$ cat config.mk
export PLATFORM = sky130hd
export DESIGN_NAME = flght_seq_flat
export DESIGN_NICKNAME = d
export VERILOG_FILES = /design/src/rtl/flght_pkg.sv /design/src/rtl/flght_seq_if.sv /design/src/rtl/flght_seq_tick_gen.sv /design/src/rtl/flght_seq.sv /design/src/flat_wrapper.sv
export SDC_FILE = /design/constraint.sdc
export NUM_CORES = 1
export LEC_CHECK = 0
export ABC_AREA = 1
export BUFFER_PORTS_ARGS = -buffer_cell sky130_fd_sc_hd__buf_2
export CAP_MARGIN = 15
export CORE_MARGIN = 2
export CORE_UTILIZATION = 60
export DETAILED_ROUTE_END_ITERATION = 8
export PLACE_DENSITY = 0.86
export SKIP_LAST_GASP = 1
export SLEW_MARGIN = 0
export SYNTH_ARGS = -nofsm -noshare
export SYNTH_HDL_FRONTEND = slang
export SYNTH_HIERARCHICAL = 1
export SYNTH_SLANG_ARGS = --single-unit
$ cat constraint.sdc
create_clock -name clk -period 4.15 [get_ports clk]
set_input_delay 0.2075 -clock clk [delete_from_list [all_inputs] [get_ports clk]]
set_output_delay 0.2075 -clock clk [all_outputs]
set_load 0.01 [all_outputs]
$ cat src/rtl/flght_pkg.sv
// Shared types and helpers for the flight sequencer.
package flght_pkg;

    localparam int THRST_W = 9;

    typedef enum logic [1:0] {
        IDLE = 2'd0,
        CAL  = 2'd1,
        FLY  = 2'd2,
        LAND = 2'd3
    } flght_state_t;

    // One ramp step toward the target; never overshoots.
    function automatic logic [THRST_W-1:0] ramp_step(
        input logic [THRST_W-1:0] cur,
        input logic [THRST_W-1:0] tgt
    );
        if (cur < tgt) return cur + THRST_W'(1);
        if (cur > tgt) return cur - THRST_W'(1);
        return cur;
    endfunction

endpackage

$ cat src/rtl/flght_seq_if.sv
// Command/status bundle between the command processor, flight controller and sequencer.
interface flght_seq_if;
    logic                         cmd_cal;
    logic                         cal_done;
    logic                         cmd_rdy;
    logic                         disarm;
    logic [flght_pkg::THRST_W-1:0] thrst_cmd;
    logic                         strt_cal;
    logic                         inertial_cal;
    logic                         mtrs_off;
    logic [flght_pkg::THRST_W-1:0] thrst;
    logic                         failsafe;

    modport master (
        output cmd_cal, cal_done, cmd_rdy, disarm, thrst_cmd,
        input  strt_cal, inertial_cal, mtrs_off, thrst, failsafe
    );

    modport slave (
        input  cmd_cal, cal_done, cmd_rdy, disarm, thrst_cmd,
        output strt_cal, inertial_cal, mtrs_off, thrst, failsafe
    );
endinterface

$ cat src/rtl/flght_seq_tick_gen.sv
// Divide-by-DIV counter with synchronous clear; tick is high while the count sits at DIV-1.
module tick_gen #(
    parameter int unsigned DIV = 4
) (
    input  logic clk,
    input  logic rst_n,
    input  logic clr,
    input  logic en,
    output logic tick
);
    localparam int unsigned CW = (DIV > 1) ? $clog2(DIV) : 1;
    localparam logic [CW-1:0] LAST = CW'(DIV - 1);

    logic [CW-1:0] cnt;

    always_ff @(posedge clk or negedge rst_n) begin
        if (!rst_n) begin
            cnt <= '0;
        end else if (clr) begin
            cnt <= '0;
        end else if (en) begin
            cnt <= (cnt == LAST) ? '0 : cnt + CW'(1);
        end
    end

    assign tick = en && (cnt == LAST);
endmodule

$ cat src/rtl/flght_seq.sv
// Flight sequencer: calibrate/arm, soft thrust ramp, disarm, and heartbeat-loss descent.
//   state | meaning
//   IDLE  | motors forced off, thrust 0
//   CAL   | inertial calibration running, thrust 0
//   FLY   | thrust ramps toward thrst_cmd, heartbeat watched
//   LAND  | heartbeat lost, thrust ramps down to 0
module flght_seq
    import flght_pkg::*;
#(
    parameter logic [15:0] RAMP_DIV = 16'd50000,
    parameter logic [25:0] COMM_TMO = 26'd50_000_000
) (
    input  logic         clk,
    input  logic         rst_n,
    flght_seq_if.slave   bus
);
    localparam int TW = $clog2(COMM_TMO);
    localparam logic [TW-1:0] TMO_LAST = TW'(COMM_TMO - 26'd1);

    flght_state_t        state_q, state_d;
    logic [THRST_W-1:0]  thrst_q, thrst_d;
    logic [TW-1:0]       comm_q;
    logic                tick;
    logic                expired;
    logic                strt_cal_q, inertial_cal_q, mtrs_off_q, failsafe_q;

    assign expired = (comm_q == TMO_LAST);

    // Ramp phase restarts on every state change so each state sees a full first step.
    tick_gen #(.DIV({16'd0, RAMP_DIV})) u_ramp_tick (
        .clk   (clk),
        .rst_n (rst_n),
        .clr   (state_d != state_q),
        .en    ((state_q == FLY) || (state_q == LAND)),
        .tick  (tick)
    );

    always_comb begin
        state_d = state_q;
        thrst_d = thrst_q;
        case (state_q)
            IDLE: begin
                thrst_d = '0;
                if (!bus.disarm && bus.cmd_cal) state_d = CAL;
            end
            CAL: begin
                thrst_d = '0;
                if (bus.disarm)        state_d = IDLE;
                else if (bus.cal_done) state_d = FLY;
            end
            FLY: begin
                if (bus.disarm) begin
                    state_d = IDLE;
                    thrst_d = '0;
                end else begin
                    if (tick) thrst_d = ramp_step(thrst_q, bus.thrst_cmd);
                    if (expired && !bus.cmd_rdy) state_d = LAND;
                end
            end
            LAND: begin
                if (bus.disarm) begin
                    state_d = IDLE;
                    thrst_d = '0;
                end else if (bus.cmd_rdy) begin
                    state_d = FLY;
                end else if (tick) begin
                    if (thrst_q == '0) state_d = IDLE;
                    else               thrst_d = thrst_q - THRST_W'(1);
                end
            end
            default: begin
                state_d = IDLE;
                thrst_d = '0;
            end
        endcase
    end

    always_ff @(posedge clk or negedge rst_n) begin
        if (!rst_n) begin
            state_q <= IDLE;
            thrst_q <= '0;
        end else begin
            state_q <= state_d;
            thrst_q <= thrst_d;
        end
    end

    // Heartbeat timer only runs while staying in FLY; it parks at the last count.
    always_ff @(posedge clk or negedge rst_n) begin
        if (!rst_n) begin
            comm_q <= '0;
        end else if ((state_q != FLY) || (state_d != FLY) || bus.cmd_rdy) begin
            comm_q <= '0;
        end else if (!expired) begin
            comm_q <= comm_q + TW'(1);
        end
    end

    always_ff @(posedge clk or negedge rst_n) begin
        if (!rst_n) begin
            strt_cal_q     <= 1'b0;
            inertial_cal_q <= 1'b0;
            mtrs_off_q     <= 1'b1;
            failsafe_q     <= 1'b0;
        end else begin
            strt_cal_q     <= (state_q == IDLE) && (state_d == CAL);
            inertial_cal_q <= (state_d == CAL);
            mtrs_off_q     <= (state_d == IDLE);
            failsafe_q     <= (state_d == LAND);
        end
    end

    assign bus.strt_cal     = strt_cal_q;
    assign bus.inertial_cal = inertial_cal_q;
    assign bus.mtrs_off     = mtrs_off_q;
    assign bus.failsafe     = failsafe_q;
    assign bus.thrst        = thrst_q;
endmodule

$ cat src/flat_wrapper.sv
// flat-port wrapper written by rule: the top's interface ports become plain ports
module flght_seq_flat import flght_pkg::*;
#(
    parameter logic [15:0] RAMP_DIV = 16'd50000,
    parameter logic [25:0] COMM_TMO = 26'd50_000_000
)
  (clk, rst_n, bus_cmd_cal, bus_cal_done, bus_cmd_rdy, bus_disarm, bus_thrst_cmd, bus_strt_cal, bus_inertial_cal, bus_mtrs_off, bus_thrst, bus_failsafe);
  flght_seq_if bus_i ();
  input  logic clk;
  input  logic rst_n;
  input wire logic [$bits(bus_i.cmd_cal)-1:0] bus_cmd_cal;
  input wire logic [$bits(bus_i.cal_done)-1:0] bus_cal_done;
  input wire logic [$bits(bus_i.cmd_rdy)-1:0] bus_cmd_rdy;
  input wire logic [$bits(bus_i.disarm)-1:0] bus_disarm;
  input wire logic [$bits(bus_i.thrst_cmd)-1:0] bus_thrst_cmd;
  output wire logic [$bits(bus_i.strt_cal)-1:0] bus_strt_cal;
  output wire logic [$bits(bus_i.inertial_cal)-1:0] bus_inertial_cal;
  output wire logic [$bits(bus_i.mtrs_off)-1:0] bus_mtrs_off;
  output wire logic [$bits(bus_i.thrst)-1:0] bus_thrst;
  output wire logic [$bits(bus_i.failsafe)-1:0] bus_failsafe;
  assign bus_i.cmd_cal = bus_cmd_cal;
  assign bus_i.cal_done = bus_cal_done;
  assign bus_i.cmd_rdy = bus_cmd_rdy;
  assign bus_i.disarm = bus_disarm;
  assign bus_i.thrst_cmd = bus_thrst_cmd;
  assign bus_strt_cal = bus_i.strt_cal;
  assign bus_inertial_cal = bus_i.inertial_cal;
  assign bus_mtrs_off = bus_i.mtrs_off;
  assign bus_thrst = bus_i.thrst;
  assign bus_failsafe = bus_i.failsafe;
  flght_seq #(.RAMP_DIV(RAMP_DIV), .COMM_TMO(COMM_TMO)) u_core (.clk(clk), .rst_n(rst_n), .bus(bus_i));
endmodule
==> results of run 1 <==
[path summary, 6_finish.rpt]
check | from | to | slack [ns] | cells after the start
setup / recovery | u_core/u_ramp_tick/cnt[0] | u_core/u_ramp_tick/cnt[8] | 1.17 | 16
hold reg to reg | u_core/comm_q[0] | u_core/comm_q[0] | 0.51 | 1
hold / removal | rst_n | u_core/u_ramp_tick/cnt[3] | -0.01 | 2
max in group asynchronous | rst_n | u_core/bus.thrst[4] | 3.67 | 2
setup reg to reg | u_core/u_ramp_tick/cnt[0] | u_core/u_ramp_tick/cnt[8] | 1.17 | 16
min in group clk | bus_cmd_rdy | u_core/bus.failsafe | 0.09 | 2
[synthesized netlist by cell type (all sizes together)]
master and count:
dlygate4sd1 1, buf 11, dfstp 1, nor4 1, a21oi 9, xor2 20
nand2 157, inv 71, or2 1, clkinv 1, ha 13, clkbuf 1
nand3 40, nand4 23, nor3b 3, a21o 1, o32ai 1, xnor2 12
o21bai 3, dfrtp 56, nor2 82, nand3b 4, nor3 43, o21ai 9
a31oi 1
[state kept, by name (all words and copies together), names as in the netlist]
register                 cells
u_core/bus.inertial_cal      1
u_core/u_ramp_tick/cnt      16
u_core/bus.strt_cal          1
u_core/bus.mtrs_off          1
u_core/state_q               2
u_core/comm_q               26
u_core/bus.failsafe          1
u_core/bus.thrst             9
[power by group through the flow]
stage | logic (W) | registers [W] | clock network (W)
floorplan | 0.000165 | 0.000594 | 0
global placement | 0.000201 | 0.000593 | 0
detailed placement | 0.000209 | 0.000594 | 0
CTS | 0.000213 | 0.000584 | 0.000592
global route | 0.000239 | 0.000586 | 0.000614
finish | 0.000215 | 0.000584 | 0.000581
[layer usage]
layer  up-vias  global-route usage  part of all wire
li1       1871                   -                 -
met1      1792               0.367              0.45
met2       161               0.424              0.47
met3        27              0.0502             0.067
met4         0               0.108             0.018
met5         -                   0                 0
[through the flow]
stage          utilization  total power, W  area, um2  worst slack, ns
2_1_floorplan            -        0.000759       4190             1.60
3_3_place_gp         0.638        0.000794       4310             1.34
3_5_place_dp         0.638        0.000803       4310             1.19
4_1_cts              0.671         0.00139       4530             1.17
5_1_grt              0.671         0.00144       4530            0.867
6_report             0.671         0.00138       4530             1.17
[kinds of logic after synthesis]
logic type,Yosys count,synth area share
simple gates,354,0.423
buf+inv,85,0.0948
flops,57,0.341
xor+xnor,32,0.0670
compound gates,24,0.0350
fa+ha+maj,13,0.0389
[cell type report]
class,instances,area share
clock buffers,11,0.0312
clock inverters,5,0.0174
inverters,72,0.0599
multi-input cells,423,0.521
flip-flops and latches,57,0.315
well taps,80,0.0221
repair buffers,29,0.0331
==> metrics.yaml, run 1 <==
final_layout:
  antenna_cells: 0
  multiInputGateArea_mm2: 0.00236
  nFillCells: 545
  syn_to_final_growth_pct: 8.25
  drive_gt1_frac: 0.184
  layout_common_cells: "149 x nand2_1, 63 x inv_1, 62 x nor2_1, 56 x dfrtp_1, 35 x nand3_1"
  instances_no_fill: 677
  ff_latch_area_mm2: 0.00143
  layout_commonest_cell: "nand2_1"
  nNetsFinal: 620
route:
  drc: 0
  drt_iter0_drc: 332
  drt-total-wl_um: 9540
  antenna_left: 0
  via_count: 3851
  avgRoutedWirePerCell_um: 14.1
  firstDrtPassIters: 7
  via_per_inst: 5.69
global_routing:
  grt_use_total: 0.269
  antenna_found_initial: 0
  grt_max_degree: 58
  grt_pass1_wl_um: 16400
  grt_overflow: 0
  grt_pass1_vias: 3667
sta:
  finalSetupViolCount: 0
  holdWs_ns: -0.00970
  slew_headroom: 0.526
  fin_crit_ns: 2.98
  hold_viol_final: 9
  fmax_mhz: 336
  period_share: 0.718
  finalSetupTns_ns: 0
  slew_violations: 0
  clock_skew_ns: 0.0101
  rsz0062_at_grt: "no"
  tightest_slew_ns: 0.710
power:
  power_density_mw_per_mm2: 304
  seq_power_share: 0.424
  p_leak_nw: 2.09
  combPwrFrac: 0.156
  power_frac_clock: 0.421
  power.switching_w: 0.000397
  p_int_w: 0.000983
  switching_share: 0.288
  ir_drop_v: 0.000270
run_status:
  violations: "negative hold slack"
  status: "finished with violations"
logic_synthesis:
  synth_cell_types: 41
  ys_ff_latch: 57
  synth.avg_cell_area_um2: 7.41
  postSynthCellCount: 565
  netlist.area_leader.share: 0.335
  ys_warn_count: 6
  synthTopCellsByArea: "dfrtp_1 33%, nand2_1 13%, inv_1 5.7%, nor2_1 5.6%, nand3_1 4.2%"
  syn_area_mm2: 0.00419
  yosysSeqAreaShare: 0.341
  synth_nets: 593
  yosysTopAreaCell: "dfrtp_1"
critical_path:
  crit_path_cell_trace: "ha_1 > nand3_2 > nor2_4 > nand3_2 > inv_1 > nand3_1 > nand2_1 > nand4_4 > buf_4 > nand2_1 > nand3b_1 > nor2_4 > inv_1 > nand4_1 > o21ai_0 > nor2_2"
  worstSetupPathType: "flip-flop to flip-flop"
  crit_path_start_kind: "flip-flop"
  path_delay_family: "simple AND/OR/NAND/NOR gates"
  cp_num_buf_inv: 3
  crit_path_end_kind: "flip-flop"
  crit_path_top_delay_cell: "dfrtp_1"
  cp_max_fo: 30
  critPathArrivalTime_ns: 3.25
  cp_data_required_time_ns: 4.42
  max_stage_delay_ns: 0.40
cts:
  cts_hold_buf: 0
  clock-sinks: 57
  numCtsBuffers: 9
  cts_tree: "yes"
  insertion_delay_ns: 0.34
  post-cts-setup-buffers: 0
  clockBufferDepth: 2
  cts_max_level: 3
  cts.reportedPaths.clkPinSlew_ns: 0.07
  ctsResizeCount: 0
  cts_root_buf: "clkbuf_8"
placement:
  dpl.hpwl_um: 6900
  io_buffers: 27
  place_congestion: 0.917
  post-place-cells: 661
die:
  ioPinCount: 28
  rows: 30
  dieArea_mm2: 0.00766
  start_util: 0.619
  core_mm2: 0.00676
  die_x_um: 87.5
  die_y_um: 87.5
run:
  maxCapViolCount: 0
worst_hold_path:
  hold_path_class: "primary input to asynchronous set/reset pin"
Power figures use the tool's default switching activity.
==> run 2, diff against run 1 <==
--- a/config.mk
+++ b/config.mk
@@ -5,13 +5,13 @@
 export SDC_FILE = /design/constraint.sdc
 export NUM_CORES = 1
 export LEC_CHECK = 0
-export ABC_AREA = 1
+export ABC_AREA = 0
 export BUFFER_PORTS_ARGS = -buffer_cell sky130_fd_sc_hd__buf_2
 export CAP_MARGIN = 15
 export CORE_MARGIN = 2
-export CORE_UTILIZATION = 60
+export CORE_UTILIZATION = 54
 export DETAILED_ROUTE_END_ITERATION = 8
-export PLACE_DENSITY = 0.86
+export PLACE_DENSITY = 0.83
 export SKIP_LAST_GASP = 1
 export SLEW_MARGIN = 0
 export SYNTH_ARGS = -nofsm -noshare
==> constraint.sdc (replaced) <==
create_clock -name clk -period 2.47 [get_ports clk]
set_input_delay 0.1235 -clock clk [delete_from_list [all_inputs] [get_ports clk]]
set_output_delay 0.1235 -clock clk [all_outputs]
set_load 0.01 [all_outputs]
==> run 2 against run 1 <==
  * The run ends with negative setup slack left
  * Sequential share of layout area decreased by 1.4 points
  * Utilization grew 7.6 points
  * Routed wire length up 7.4%
  * Critical endpoint is now u_core/u_ramp_tick/cnt[11]
  * Die area decreased by 5.1%
  * Register-to-register slack lost 1.4 ns
  * Area after synthesis fell by 15%
  * Clock skew down 0.0040 ns
  * Global-route usage up 2.1 points
  * Sequential cell count unchanged
==> metrics.yaml, run 2 <==
route:
  firstDrtPassIters: 5
  via_per_inst: 6.08
  drt_iter0_drc: 312
  drt-total-wl_um: 10200
  drc: 0
  antenna_left: 0
  avgRoutedWirePerCell_um: 17.8
  via_count: 3496
logic_synthesis:
  synth_async_sr_flop_share: 1.00
  yosysSeqAreaShare: 0.400
  synth-edff-count: 0
  synthTopCellsByArea: "dfrtp_1 39%, xnor2_1 5.4%, nor2_1 4.7%, ha_1 4.6%, nand2_1 3.2%"
  ys.flop_type: "dfrtp_1"
  postSynthCellCount: 388
  synthTopCellsByCount: "56 x dfrtp_1, 45 x nor2_1, 30 x nand2_1"
  netlist.area_leader.share: 0.393
  ys_warn_count: 6
  ys_ff_latch: 57
  synth_cell_types: 63
  yosys.cell_count.top_type: "dfrtp_1"
  yosysTopAreaCell: "dfrtp_1"
  synth.avg_cell_area_um2: 9.19
  synth_nets: 416
  syn_area_mm2: 0.00356
cts:
  clock-sinks: 57
  numCtsBuffers: 9
  cts_root_buf: "clkbuf_8"
  clockBufferDepth: 2
  cts_max_level: 3
  insertion_delay_ns: 0.33
  cts.reportedPaths.clkPinSlew_ns: 0.07
  cts_tree: "yes"
critical_path:
  cp_data_required_time_ns: 2.71
  crit_path_start_kind: "flip-flop"
  worstSetupPathType: "flip-flop to flip-flop"
  crit_path_end_kind: "flip-flop"
  critPathArrivalTime_ns: 2.91
  cp_num_buf_inv: 2
  cp_max_fo: 6
  crit_path_top_delay_cell: "dfrtp_1"
  max_stage_delay_ns: 0.43
  path_delay_family: "simple AND/OR/NAND/NOR gates"
  crit_path_cell_trace: "nor4b_4 > nand4_4 > nor2_4 > nand4_1 > mux2i_1 > o31a_1 > o22ai_4 > buf_4 > buf_6 > or3_4 > o32ai_4"
die:
  ioPinCount: 28
  die_x_um: 85.3
  start_util: 0.561
  dieArea_mm2: 0.00727
  rows: 29
  die_y_um: 85.3
  core_mm2: 0.00635
final_layout:
  syn_to_final_growth_pct: 33.0
  final_cell_area_mm2: 0.00474
  drive_gt1_frac: 0.323
  layout_commonest_cell: "buf_4"
  largest_reg_flops: 26
  antenna_cells: 0
  nNetsFinal: 521
  layout_common_cells: "73 x buf_4, 55 x dfrtp_1, 42 x nor2_1, 29 x nand2_1, 27 x buf_2"
  final_core_util: 0.747
  top_register: "u_core/comm_q"
global_routing:
  grt_pass1_wl_um: 16600
  grt_use_total: 0.290
  grt_max_degree: 34
  grt_pass1_vias: 3582
  antenna_found_initial: 0
  grt_overflow: 0
sta:
  period_share: 1.08
  clock_skew_ns: 0.00611
  fmax_mhz: 374
  rsz0062_at_grt: "yes"
  setup_ws_ns: -0.202
  fin_crit_ns: 2.67
  holdWs_ns: 0.0497
  slew_violations: 0
  slew_headroom: 0.507
  tightest_slew_ns: 0.739
  hold_viol_final: 0
  finalSetupViolCount: 14
placement:
  placed_cell_area_mm2: 0.00434
  io_buffers: 27
  place_congestion: 0.951
  dpl.hpwl_um: 6790
  preCtsSetupSlack_ns: -0.195
run:
  maxCapViolCount: 0
worst_hold_path:
  hold_path_class: "primary input to flip-flop"
power:
  power_density_mw_per_mm2: 435
  finalPower_w: 0.00206
  ir_drop_v: 0.000334
  p_leak_nw: 2.09
run_status:
  violations: "negative setup slack"
  status: "finished with violations"
[run 2: cell count changes after synthesis, sizes merged, moves of 6 or more]
cell / before / now
nand2: 157 / 30
nand2b: 0 / 10
nand4: 23 / 17
nand3: 40 / 18
xor2: 20 / 11
mux2i: 0 / 8
and4: 0 / 6
nor3: 43 / 20
inv: 71 / 20
a21oi: 9 / 16
xnor2: 12 / 22
nor2: 82 / 45
and3: 0 / 12
[run 2: cells by family after synthesis]
| kind of cell | synth area share |
|---|---|
| simple gates | 0.296 |
| compound gates | 0.114 |
| flops | 0.400 |
| xor+xnor | 0.0811 |
| buf+inv | 0.0365 |
| fa+ha+maj | 0.0456 |
| mux | 0.0256 |
[run 2: worst reg2reg max path: stages (launching register included)]
cell and delay [ns]:
dfrtp_1 0.43, nor4b_4 0.38, nand4_4 0.18, nor2_4 0.14
nand4_1 0.12, mux2i_1 0.21, o31a_1 0.23, o22ai_4 0.12
buf_4 0.16, buf_6 0.11, or3_4 0.38, o32ai_4 0.14
[run 2: timing repair]
action,in CTS,in global routing
setup endpoints to repair,18,23
hold buffers,1,0
pin swaps,20,27
endpoints found under the hold margin,31,0
gates cloned,1,0
setup buffers,4,2
gates resized for setup,10,20
[run 2: cell type report]
class                      instances  area, um2
sequential                        57       1430
fill                             410       1610
inverter                          20       75.1
clock buffer                      13        149
clock inverter                     3       40.0
tap                               77       96.3
timing repair buffer             104        727
multi-input combinational        301       2230
[run 2: final timing paths]
path,endpoint,from,cells past startpoint,slack [ns]
worst min-delay path,u_core/bus.strt_cal,bus_disarm,2,0.05
worst max-delay path,u_core/u_ramp_tick/cnt[11],u_core/u_ramp_tick/cnt[7],11,-0.20
worst max register to register,u_core/u_ramp_tick/cnt[11],u_core/u_ramp_tick/cnt[7],11,-0.20
min in group asynchronous,u_core/u_ramp_tick/cnt[9],rst_n,2,0.41
max in group asynchronous,u_core/u_ramp_tick/cnt[4],rst_n,3,1.35
worst min register to register,u_core/comm_q[0],u_core/comm_q[0],2,0.53
[run 2: through the flow]
stage	std cells	setup TNS (ns)
finish	575	-1.22
global route	575	-3.33
CTS	574	-1.82
detailed placement	552	-1.49
global placement	552	-0.230
floorplan	388	-0.316
[run 2: metal layers]
layer / up-vias / share of wire / GRT usage
li1: 1614 / - / -
met5: - / 0 / 0
met2: 163 / 0.51 / 0.502
met3: 21 / 0.070 / 0.0642
met1: 1698 / 0.40 / 0.353
met4: 0 / 0.019 / 0.111
[run 2: power breakdown]
part | switching (W) | leakage [nW] | internal [W]
clock network | 0.000368 | 0.0974 | 0.000491
registers | 0.0000104 | 0.788 | 0.000948
logic | 0.000139 | 1.21 | 0.000105
